File: config.mk
export PLATFORM = sky130hd
export DESIGN_NAME = if_fetch_unit_flat
export DESIGN_NICKNAME = d
export VERILOG_FILES = /design/src/rtl/if_fetch_unit_if.sv /design/src/rtl/if_fetch_unit.sv /design/src/flat_wrapper.sv
export SDC_FILE = /design/constraint.sdc
export NUM_CORES = 1
export LEC_CHECK = 0
export ABC_AREA = 1
export CORE_UTILIZATION = 40
export CTS_CLUSTER_DIAMETER = 80
export CTS_CLUSTER_SIZE = 28
export DETAILED_ROUTE_END_ITERATION = 8
export PLACE_DENSITY = 0.75
export SETUP_SLACK_MARGIN = 0.05
export SYNTH_ARGS = -nofsm -noshare
export SYNTH_HDL_FRONTEND = slang
export SYNTH_SLANG_ARGS = --single-unit
File: constraint.sdc
create_clock -name clk -period 2.1 [get_ports clk]
set_clock_uncertainty 0.05 [all_clocks]
set_input_delay 0.42 -clock clk [delete_from_list [all_inputs] [get_ports clk]]
set_output_delay 0.42 -clock clk [all_outputs]
set_load 0.005 [all_outputs]
File: src/rtl/if_fetch_unit_if.sv
// Instruction-fetch bundle: ID-side control, instruction-memory port and IF/ID outputs.
interface if_fetch_unit_if;
  logic        i_stall;
  logic        i_redirect;
  logic [31:0] i_redirect_pc;
  logic        o_imem_req;
  logic [31:0] o_imem_addr;
  logic        i_imem_ready;
  logic [31:0] i_imem_rdata;
  logic [31:0] o_instr;
  logic [31:0] o_pc_4;
  logic        o_valid;
  logic [15:0] o_bubble_count;

  modport master (
    input  i_stall, i_redirect, i_redirect_pc, i_imem_ready, i_imem_rdata,
    output o_imem_req, o_imem_addr, o_instr, o_pc_4, o_valid, o_bubble_count
  );

  modport slave (
    output i_stall, i_redirect, i_redirect_pc, i_imem_ready, i_imem_rdata,
    input  o_imem_req, o_imem_addr, o_instr, o_pc_4, o_valid, o_bubble_count
  );
endinterface

File: src/rtl/if_fetch_unit.sv
// Instruction fetch stage: PC sequencing, stall buffering of an early memory
// response, redirect flush and a saturating bubble counter feeding IF/ID.
module if_fetch_unit #(
  parameter logic [31:0] RESET_PC  = 32'h0000_0000,
  parameter logic [31:0] NOP_INSTR = 32'h0000_0000
) (
  input  logic            clk,
  input  logic            reset,
  if_fetch_unit_if.master bus
);

  typedef enum logic {S_FETCH, S_HOLD} state_t;

  state_t      state, state_n;
  logic [31:0] pc, pc_n;
  logic [31:0] pending, pending_n;
  logic [31:0] instr_p1, instr_n;
  logic [31:0] pc4_p1, pc4_n;
  logic        vld_p1, vld_n;
  logic [15:0] bubble_cnt, bubble_cnt_n;
  logic [31:0] pc_plus4;

  function automatic logic [15:0] sat_inc(input logic [15:0] v);
    return (v == 16'hFFFF) ? v : v + 16'd1;
  endfunction

  assign pc_plus4        = pc + 32'd4;
  assign bus.o_imem_req  = (state == S_FETCH);
  assign bus.o_imem_addr = {pc[31:2], 2'b00};

  always_comb begin
    state_n      = state;
    pc_n         = pc;
    pending_n    = pending;
    instr_n      = instr_p1;
    pc4_n        = pc4_p1;
    vld_n        = vld_p1;
    bubble_cnt_n = bubble_cnt;
    if (bus.i_redirect) begin
      // Redirect kills everything in flight, including a same-cycle response.
      state_n      = S_FETCH;
      pc_n         = {bus.i_redirect_pc[31:2], 2'b00};
      pending_n    = 32'd0;
      instr_n      = NOP_INSTR;
      pc4_n        = 32'd0;
      vld_n        = 1'b0;
      bubble_cnt_n = sat_inc(bubble_cnt);
    end else if (state == S_FETCH) begin
      if (bus.i_imem_ready && bus.i_stall) begin
        // Park the response so it is neither lost nor refetched.
        pending_n = bus.i_imem_rdata;
        state_n   = S_HOLD;
      end else if (bus.i_imem_ready) begin
        instr_n = bus.i_imem_rdata;
        pc4_n   = pc_plus4;
        vld_n   = 1'b1;
        pc_n    = pc_plus4;
      end else if (!bus.i_stall) begin
        instr_n      = NOP_INSTR;
        pc4_n        = 32'd0;
        vld_n        = 1'b0;
        bubble_cnt_n = sat_inc(bubble_cnt);
      end
    end else if (!bus.i_stall) begin
      instr_n = pending;
      pc4_n   = pc_plus4;
      vld_n   = 1'b1;
      pc_n    = pc_plus4;
      state_n = S_FETCH;
    end
  end

  // Stage p1: IF/ID register plus fetch control state
  always_ff @(posedge clk or negedge reset) begin
    if (!reset) begin
      state      <= S_FETCH;
      pc         <= RESET_PC;
      pending    <= 32'd0;
      instr_p1   <= NOP_INSTR;
      pc4_p1     <= 32'd0;
      vld_p1     <= 1'b0;
      bubble_cnt <= 16'd0;
    end else begin
      state      <= state_n;
      pc         <= pc_n;
      pending    <= pending_n;
      instr_p1   <= instr_n;
      pc4_p1     <= pc4_n;
      vld_p1     <= vld_n;
      bubble_cnt <= bubble_cnt_n;
    end
  end

  assign bus.o_instr        = instr_p1;
  assign bus.o_pc_4         = pc4_p1;
  assign bus.o_valid        = vld_p1;
  assign bus.o_bubble_count = bubble_cnt;

endmodule

File: src/flat_wrapper.sv
// flat-port wrapper written by rule: the top's interface ports become plain ports
module if_fetch_unit_flat 
#(
  parameter logic [31:0] RESET_PC  = 32'h0000_0000,
  parameter logic [31:0] NOP_INSTR = 32'h0000_0000
)
  (clk, reset, bus_i_stall, bus_i_redirect, bus_i_redirect_pc, bus_i_imem_ready, bus_i_imem_rdata, bus_o_imem_req, bus_o_imem_addr, bus_o_instr, bus_o_pc_4, bus_o_valid, bus_o_bubble_count);
  if_fetch_unit_if bus_i ();
  input  logic clk;
  input  logic reset;
  input wire logic [$bits(bus_i.i_stall)-1:0] bus_i_stall;
  input wire logic [$bits(bus_i.i_redirect)-1:0] bus_i_redirect;
  input wire logic [$bits(bus_i.i_redirect_pc)-1:0] bus_i_redirect_pc;
  input wire logic [$bits(bus_i.i_imem_ready)-1:0] bus_i_imem_ready;
  input wire logic [$bits(bus_i.i_imem_rdata)-1:0] bus_i_imem_rdata;
  output wire logic [$bits(bus_i.o_imem_req)-1:0] bus_o_imem_req;
  output wire logic [$bits(bus_i.o_imem_addr)-1:0] bus_o_imem_addr;
  output wire logic [$bits(bus_i.o_instr)-1:0] bus_o_instr;
  output wire logic [$bits(bus_i.o_pc_4)-1:0] bus_o_pc_4;
  output wire logic [$bits(bus_i.o_valid)-1:0] bus_o_valid;
  output wire logic [$bits(bus_i.o_bubble_count)-1:0] bus_o_bubble_count;
  assign bus_i.i_stall = bus_i_stall;
  assign bus_i.i_redirect = bus_i_redirect;
  assign bus_i.i_redirect_pc = bus_i_redirect_pc;
  assign bus_i.i_imem_ready = bus_i_imem_ready;
  assign bus_i.i_imem_rdata = bus_i_imem_rdata;
  assign bus_o_imem_req = bus_i.o_imem_req;
  assign bus_o_imem_addr = bus_i.o_imem_addr;
  assign bus_o_instr = bus_i.o_instr;
  assign bus_o_pc_4 = bus_i.o_pc_4;
  assign bus_o_valid = bus_i.o_valid;
  assign bus_o_bubble_count = bus_i.o_bubble_count;
  if_fetch_unit #(.RESET_PC(RESET_PC), .NOP_INSTR(NOP_INSTR)) u_core (.clk(clk), .reset(reset), .bus(bus_i));
endmodule
Word-level counts from Yosys, hierarchy flattened:

Index checks and enable logic that the tools add are counted.

* flip-flop bits (word level): 146
* latch bits: 0
* bits in writable memories: 0
* bits in read-only memories: 0
* input port bits: 69
* output and inout port bits: 114
* logic and storage cells: 59
* memories kept: 0

* $add $sub $neg: 2
* $mul: 0
* div/mod/pow operators: 0
* order comparisons: 0
* equality and inequality tests: 8
* shifts and indexed selects: 0
* mux-type cells: 34
* bitwise operators: 1
* reduce and logical (&&, ||, !) cells: 7

Operator list (count)
* two-way mux 32 bit: 18
* two-way mux 16 bit: 6
* adder 32 x 3 -> 32 bit, second input constant: 1
* adder 16 x 1 -> 16 bit, second input constant: 1
* == test 16 bit, second input constant: 1
* two-way mux 1 bit: 10
* inequality test 2 bit, second input constant: 3
* AND reduction 3 bit: 2
* inequality test 4 x 1 -> 1 bit, second input constant: 1
* AND reduction 4 bit: 1
* inequality test 3 x 2 -> 1 bit, second input constant: 1
* inequality test 3 bit, second input constant: 1
* nonzero test 3 bit: 1
* inequality test 2 x 1 -> 1 bit, second input constant: 1
* AND reduction 2 bit: 1
* nonzero test 2 bit: 1
* logical AND 1 bit: 1
* inverter 1 bit: 1

Logic depth before layout (Yosys ltp):

Gate-level depths: netlist (run 1).

* depth in word-level cells: 7
* depth in mapped cells: 9

Worst setup path before layout (run 1):

No wires, ideal clock.

* path kind: reg2reg
* start point: reg u_core.bubble_cnt[0], in the netlist u_core.bus.o_bubble_count[0]
* end point: reg u_core.bubble_cnt[12], in the netlist u_core.bus.o_bubble_count[12]
* library setup time: 0.116 ns
* data arrival time: 1.370 ns
* data required time: 1.934 ns
* slack: 0.564 ns
* stages on the path, launching flop included: 10
* cells stage by stage: dfrtp_1 -> ha_1 -> nand3_4 -> nor2_8 -> nand4_4 -> nand2_4 -> inv_4 -> buf_6 -> nand2_1 -> nand2_1

* longest elaborated chain between the ends: 7
* elaborated cells on any way between the ends: 8
* classes of those cells: add/sub: 1; eq/ne: 1; mux: 6

RTL lines
* start: declaration: line if_fetch_unit.sv:20 `logic [15:0] bubble_cnt, bubble_cnt_n;`
* start signal: assignment: line if_fetch_unit.sv:90 `bubble_cnt <= bubble_cnt_n;`
* adder 16 x 1 -> 16 bit / == test 16 bit (equally long branches): line if_fetch_unit.sv:24 `return (v == 16'hFFFF) ? v : v + 16'd1;`
* two-way mux 16 bit (*): line if_fetch_unit.sv:24
* two-way mux 16 bit: line if_fetch_unit.sv:58 `end else if (!bus.i_stall) begin`
* two-way mux 16 bit: line if_fetch_unit.sv:53 `end else if (bus.i_imem_ready) begin`
* two-way mux 16 bit: line if_fetch_unit.sv:49 `if (bus.i_imem_ready && bus.i_stall) begin`
* two-way mux 16 bit: line if_fetch_unit.sv:48 `end else if (state == S_FETCH) begin`
* two-way mux 16 bit (*): line if_fetch_unit.sv:39 `if (bus.i_redirect) begin`

Mark *: on every way between the ends. The rest lies on a longest branch, timed or not. The select of a mux whose other input is x is not followed.
A chain may end at the register's enable or synchronous reset.

Worst setup path in the final report (run 1):

* start point: reg u_core.state
* end point: out bus_o_imem_req

* longest elaborated chain between the ends: 1

RTL lines
* start: declaration: line if_fetch_unit.sv:14 `state_t state, state_n;`
* start signal: assignment: line if_fetch_unit.sv:84 `state <= state_n;`
* inverter 1 bit: line if_fetch_unit.sv:28 `assign bus.o_imem_req = (state == S_FETCH);`
* end: declaration: line flat_wrapper.sv:16 `output wire logic [$bits(bus_i.o_imem_req)-1:0] bus_o_imem_req;`

Every way passes these cells.

==> impl_metrics.tcl, run 1 <==
set metrics [dict create \
    ys_ff_latch 143 \
    switching_share_pct 28.6 \
    synth_area_um2 7130 \
    p_int_mw 5.13 \
    cts_buffer_depth 2 \
    tritoncts "done" \
    insertion_delay_ns 0.42 \
    grt_pass1_wl_um 31900 \
    cp_cell_sequence "inv_2 > clkdlybuf4s50_1" \
    crit_path_max_fanout 4 \
    drt-total-wl_um 19100 \
    p_comb_share_pct 17.2 \
    synth_edf_count 0 \
    drive_above_1_share_pct 6.19 \
    synth.distinct_cells 34 \
    max_stage_delay_ns 0.54 \
    die-area_um2 18400 \
    synth_area_leaders "dfrtp_1, nand2_1, o21ai_0, nor2_1, inv_1" \
    cp.required_ns 1.63 \
    worst_hold_slack_ns 0.432 \
    setup_tns_ns 0 \
    yosysTopAreaCell "dfrtp_1" \
    fillerInstances 1584 \
    start_util_pct 41.1 \
    final_max_slew_viol_count 0 \
    syn_area_per_cell_um2 7.55 \
    wire_per_inst_um 14.1 \
    cts.repair.resized 0 \
    drtIter0Drc 420 \
    crit_path_start_kind "flop" \
    p_seq_share_pct 44.4 \
    synth_top_area_share_pct 50.2 \
    die_h_um 135 \
    period_share_pct 91.5 \
    antenna_found_initial 1 \
    die_x_um 135 \
    synthMostInstantiatedCell "nand2_1" \
    worstMarginPinSlew_ns 0.606 \
    end_kind "primary output" \
    grt-ovfl-total 0 \
    netSwitchingPower_mw 2.06 \
    rsz0062_at_grt "no" \
    hold_class "reg -> reg" \
    synthFlopType "dfrtp_1" \
    grt_pass1_vias 6367 \
    final_core_util_pct 56.3 \
    crit_arrival_ns 1.45 \
    peakVddDrop_mv 0.586 \
    hpwl_um 13500 \
    status "finished, final reports clean" \
    io_buffers 178 \
    postRouteAntennaNets 0 \
    hold_viol 0 \
    path_class "reg -> out" \
    clock-root-buffer "clkbuf_16" \
    syn_to_final_growth_pct 37.1 \
    p_clk_share_pct 38.3 \
    clk_pin_slew_worst_paths_ns 0.06 \
    dr.pass1.iters 5 \
    numClockSinks 143 \
    ys_top_cells_by_count "nand2_1, dfrtp_1, nor2_1, inv_1, o21ai_0" \
    min_period_ns 1.92 \
    cap_violations 0 \
    boundaryPins 183 \
    num_vias 6538 \
    netlist_instances 944 \
    coreArea_um2 17400 \
    cts_htree_levels 4 \
    drc 0 \
    yosysSeqAreaShare_pct 50.2 \
    ys.warnings.count 0 \
    synth-async-reset-ratio_pct 100 \
    grt_usage_pct 22.4 \
    grt_start_max_net_pins 63 \
    vias_per_cell 4.83 \
    setup_viol 0 \
    slew_headroom_pct 59.6 \
    clock.fmax_mhz 520 \
    globalplace.congestion 0.896 \
    cts_buffers 17 \
    n_antenna_cell 0 \
    pwr_density_cell_nw_per_um2 736 \
    place_inst 1322 \
    rows 48 \
    fin_cells 1355 \
    layout.nets 1188 \
    p_total_mw 7.19 \
    crit_slowest_cell "clkdlybuf4s50_1" \
    leakagePower_nw 4.47 \
]
==> critical path, delay by kind of cell, from the launching register on <==
family	cells	cell delay (ns)
buffers and inverters	2	0.62
DFF	1	0.41
==> cell families after synthesis <==
group                      count (synthesis)  synth area share [%]
other                                      1                0.0526
AOI/OAI and AO/OA                        131                  9.74
adders and majority gates                  2                 0.351
buffers and inverters                    125                  7.44
and+or+nand+nor                          527                  30.4
xor gates and xnor gates                  15                  1.84
DFF                                      143                  50.2
==> flip-flops by register name, summed over array words and instances (netlist names) <==
register                   cells
u_core.bus.o_instr            32
u_core.pending                32
u_core.bus.o_pc_4             31
u_core.pc                     30
u_core.bus.o_bubble_count     16
u_core.bus.o_valid             1
u_core.state                   1
==> power groups by stage <==
stage	logic (mW)	clock network, mW	registers [mW]
final	1.24	2.76	3.20
after global routing	1.39	2.95	3.23
after CTS	1.26	2.82	3.19
after detailed placement	1.25	0	3.24
after global placement	1.22	0	3.23
after floorplan	0.539	0	3.21
==> what timing repair did <==
action	in CTS	in global routing
hold endpoints to repair	35	0
setup buffers	0	0
endpoints found under the setup margin	0	0
hold buffers	1	0
==> final timing paths <==
kind,endpoint,start,cells past startpoint,slack (ns)
min in group asynchronous,u_core.pc[15],reset,2,0.44
min reg2reg,u_core.bus.o_pc_4[22],u_core.bus.o_pc_4[22],2,0.43
min,u_core.bus.o_pc_4[22],u_core.bus.o_pc_4[22],2,0.43
max reg2reg,u_core.bus.o_pc_4[24],u_core.pc[15],7,0.31
max in group asynchronous,u_core.bus.o_instr[11],reset,3,1.01
max,bus_o_imem_req,u_core.state,2,0.18
==> per-stage QoR <==
stage / setup slack (ns) / area [um2]
2_1_floorplan: 0.564 / 7130
3_3_place_gp: 0.116 / 9220
3_5_place_dp: 0.110 / 9220
4_1_cts: 0.154 / 9770
5_1_grt: 0.113 / 9770
6_report: 0.178 / 9770
==> cell type report <==
class / count / area, um2 / area share [%]
inverters: 85 / 322 / 3.29
flip-flops and latches: 143 / 3580 / 36.6
well taps: 225 / 282 / 2.88
clock buffers: 18 / 429 / 4.39
clock inverters: 14 / 111 / 1.14
multi-input cells: 677 / 3030 / 31.0
repair buffers: 193 / 2020 / 20.7
==> cells in the final DEF (no fill, tap or decap), drive strengths merged, types with 3 or more instances in the layout <==
| cell | instances |
|---|---|
| a21oi | 31 |
| and2 | 3 |
| buf | 15 |
| clkbuf | 18 |
| clkdlybuf4s50 | 177 |
| clkinv | 5 |
| clkinvlp | 6 |
| dfrtp | 143 |
| inv | 88 |
| nand2 | 370 |
| nand3 | 57 |
| nand4 | 3 |
| nor2 | 92 |
| o211ai | 3 |
| o21ai | 87 |
| o21bai | 7 |
| xnor2 | 13 |
==> layer usage <==
metal  track usage (%)  up-vias  share of wire [%]
met5                 0        -              0.063
met4              8.61        2                2.1
met1              29.0     3016                 45
met2              35.5      196                 46
li1                  -     3297                  -
met3              6.40       27                7.1
(Power assumes the default switching activity.)
==> run 2: changes to the inputs <==
--- a/config.mk
+++ b/config.mk
@@ -10,7 +10,7 @@
 export CTS_CLUSTER_DIAMETER = 80
 export CTS_CLUSTER_SIZE = 28
 export DETAILED_ROUTE_END_ITERATION = 8
-export PLACE_DENSITY = 0.75
+export PLACE_DENSITY = 0.78
 export SETUP_SLACK_MARGIN = 0.05
 export SYNTH_ARGS = -nofsm -noshare
 export SYNTH_HDL_FRONTEND = slang
==> constraint.sdc (replaced) <==
create_clock -name clk -period 1.68 [get_ports clk]
set_clock_uncertainty 0.05 [all_clocks]
set_input_delay 0.336 -clock clk [delete_from_list [all_inputs] [get_ports clk]]
set_output_delay 0.336 -clock clk [all_outputs]
set_load 0.005 [all_outputs]
==> run 2 against run 1 <==
Effect of this change:
- the flow now finishes with violations (negative setup slack)
- flip-flop and latch count did not move
- largest cell class unchanged
- critical endpoint is now u_core.bus.o_pc_4[28]
- via count rose by 8.8%
- final cell count rose by 6.6%
- die area did not move
- power rose by 34%
==> impl_metrics.tcl, run 2 (same netlist as run 1, synthesis figures left out) <==
set metrics [dict create \
    numClockSinks 143 \
    crit_start "u_core.pc[2]" \
    cts_htree_levels 4 \
    clk_pin_slew_worst_paths_ns 0.06 \
    dr.pass1.iters 8 \
    clock.fmax_mhz 590 \
    layout.nets 1278 \
    leakagePower_nw 5.38 \
    clock-root-buffer "clkbuf_16" \
    slew_headroom_pct 59.9 \
    postLayoutSetupSlackWorst_ns -0.0159 \
    die-area_um2 18400 \
    globalplace.congestion 0.910 \
    hold_viol 0 \
    cts_buffer_depth 2 \
    grt-ovfl-total 0 \
    postRouteAntennaNets 0 \
    layout_commonest_cell "nand2_1" \
    drive_above_1_share_pct 16.5 \
    io_buffers 178 \
    crit_path_max_fanout 6 \
    rr_worst_depth 10 \
    grt_pass1_wl_um 33700 \
    fin_cells 1445 \
    crit_path_start_kind "flop" \
    coreArea_um2 17400 \
    crit_arrival_ns 2.01 \
    drtIter0Drc 449 \
    cts_buffers 17 \
    grt_usage_pct 23.7 \
    worstMarginPinSlew_ns 0.601 \
    hpwl_um 14100 \
    peakVddDrop_mv 0.754 \
    die_h_um 135 \
    place_inst 1353 \
    die_x_um 135 \
    rsz0062_at_grt "yes" \
    r2r-end "u_core.bus.o_pc_4[28]" \
    final_core_util_pct 60.7 \
    violations "negative setup slack" \
    num_vias 7114 \
    cap_violations 0 \
    n_antenna_cell 0 \
    vias_per_cell 4.92 \
    path_class "reg -> reg" \
    syn_to_final_growth_pct 47.9 \
    tritoncts "done" \
    reg2reg_setup_slack_ns -0.02 \
    grt_busiest_layer "met2" \
    status "finished with violations" \
    grt_start_max_net_pins 63 \
    cp-endpoint "u_core.bus.o_pc_4[28]" \
    min_period_ns 1.70 \
    setup_viol 2 \
    hold_class "in -> async" \
    insertion_delay_ns 0.43 \
    antenna_found_initial 1 \
    rows 48 \
    wire_per_inst_um 14.5 \
    drc 0 \
    gr-usage-met3_pct 6.17 \
    pwr_density_cell_nw_per_um2 917 \
    period_share_pct 101 \
    use_met2_pct 39.0 \
    final_max_slew_viol_count 0 \
    end_kind "flop" \
    fillerInstances 1533 \
    drt-total-wl_um 20900 \
    final_cell_mix "nand2_1, dfrtp_1, dlygate4sd2_1" \
    boundaryPins 183 \
    cp.required_ns 1.99 \
    start_util_pct 41.1 \
    met1_usage_pct 29.6 \
    rr_startpoint "u_core.pc[2]" \
    grt_pass1_vias 6843 \
]
## run 2: critical path: stages (launching register included)
cell and delay [ns]:
dfrtp_1 0.37, buf_6 0.12, ha_4 0.14, nand2_4 0.06, nor2_4 0.18, nand2_4 0.12
nor2_4 0.23, nand2_2 0.10, nand2_2 0.09, nand3_2 0.09, nand2_1 0.08
## run 2: worst min path at each step
stage	endpoint	cells after the start	from
after floorplan	u_core.bus.o_bubble_count[0]	0	reset
after global placement	u_core.bus.o_pc_4[25]	1	reset
after detailed placement	u_core.bus.o_pc_4[25]	1	reset
after CTS	u_core.bus.o_bubble_count[10]	2	reset
after global routing	u_core.bus.o_bubble_count[10]	2	reset
final	u_core.bus.o_pc_4[25]	2	reset
## run 2: metrics by stage
| stage | hold slack [ns] | TNS [ns] | power (mW) | setup WS, ns | area, um2 |
|---|---|---|---|---|---|
| finish | 0.302 | -0.0176 | 9.67 | -0.0159 | 10500 |
| global route | 0.327 | -0.341 | 10.1 | -0.0841 | 10500 |
| CTS | 0.312 | 0 | 9.65 | 0.0522 | 10400 |
| detailed placement | 0.180 | -14.49 | 5.69 | -0.199 | 9440 |
| global placement | 0.179 | -9.32 | 5.65 | -0.125 | 9440 |
| floorplan | -0.00959 | 0 | 4.68 | 0.144 | 7130 |
## run 2: what timing repair did
action	CTS	global route
hold buffers	1	0
pin swaps	1	14
setup buffers	54	5
hold endpoints to repair	25	0
endpoints found under the setup margin	133	59
gates resized for setup	132	39
## run 2: area by class of cell
class                   count  area (um2)  area share [%]
flip-flops and latches    143        3600            34.1
multi-input cells         677        3180            30.2
repair buffers            283        2550            24.2
clock buffers              21         470            4.46
inverters                  85         322            3.05
well taps                 225         282            2.67
clock inverters            11         138            1.31
## run 2: report_power, final
| group | internal [mW] | switching (mW) |
|---|---|---|
| registers | 3.71 | 0.167 |
| logic | 0.931 | 0.972 |
| clock network | 2.44 | 1.45 |
| total | 7.08 | 2.59 |
## run 2: routing by layer
metal	up-vias	wire length, um	part of all wire [%]
met5	-	17	0.081
met4	2	585	2.8
met3	51	1690	8.1
met2	267	10100	48
met1	3314	8560	41
li1	3480	-	-
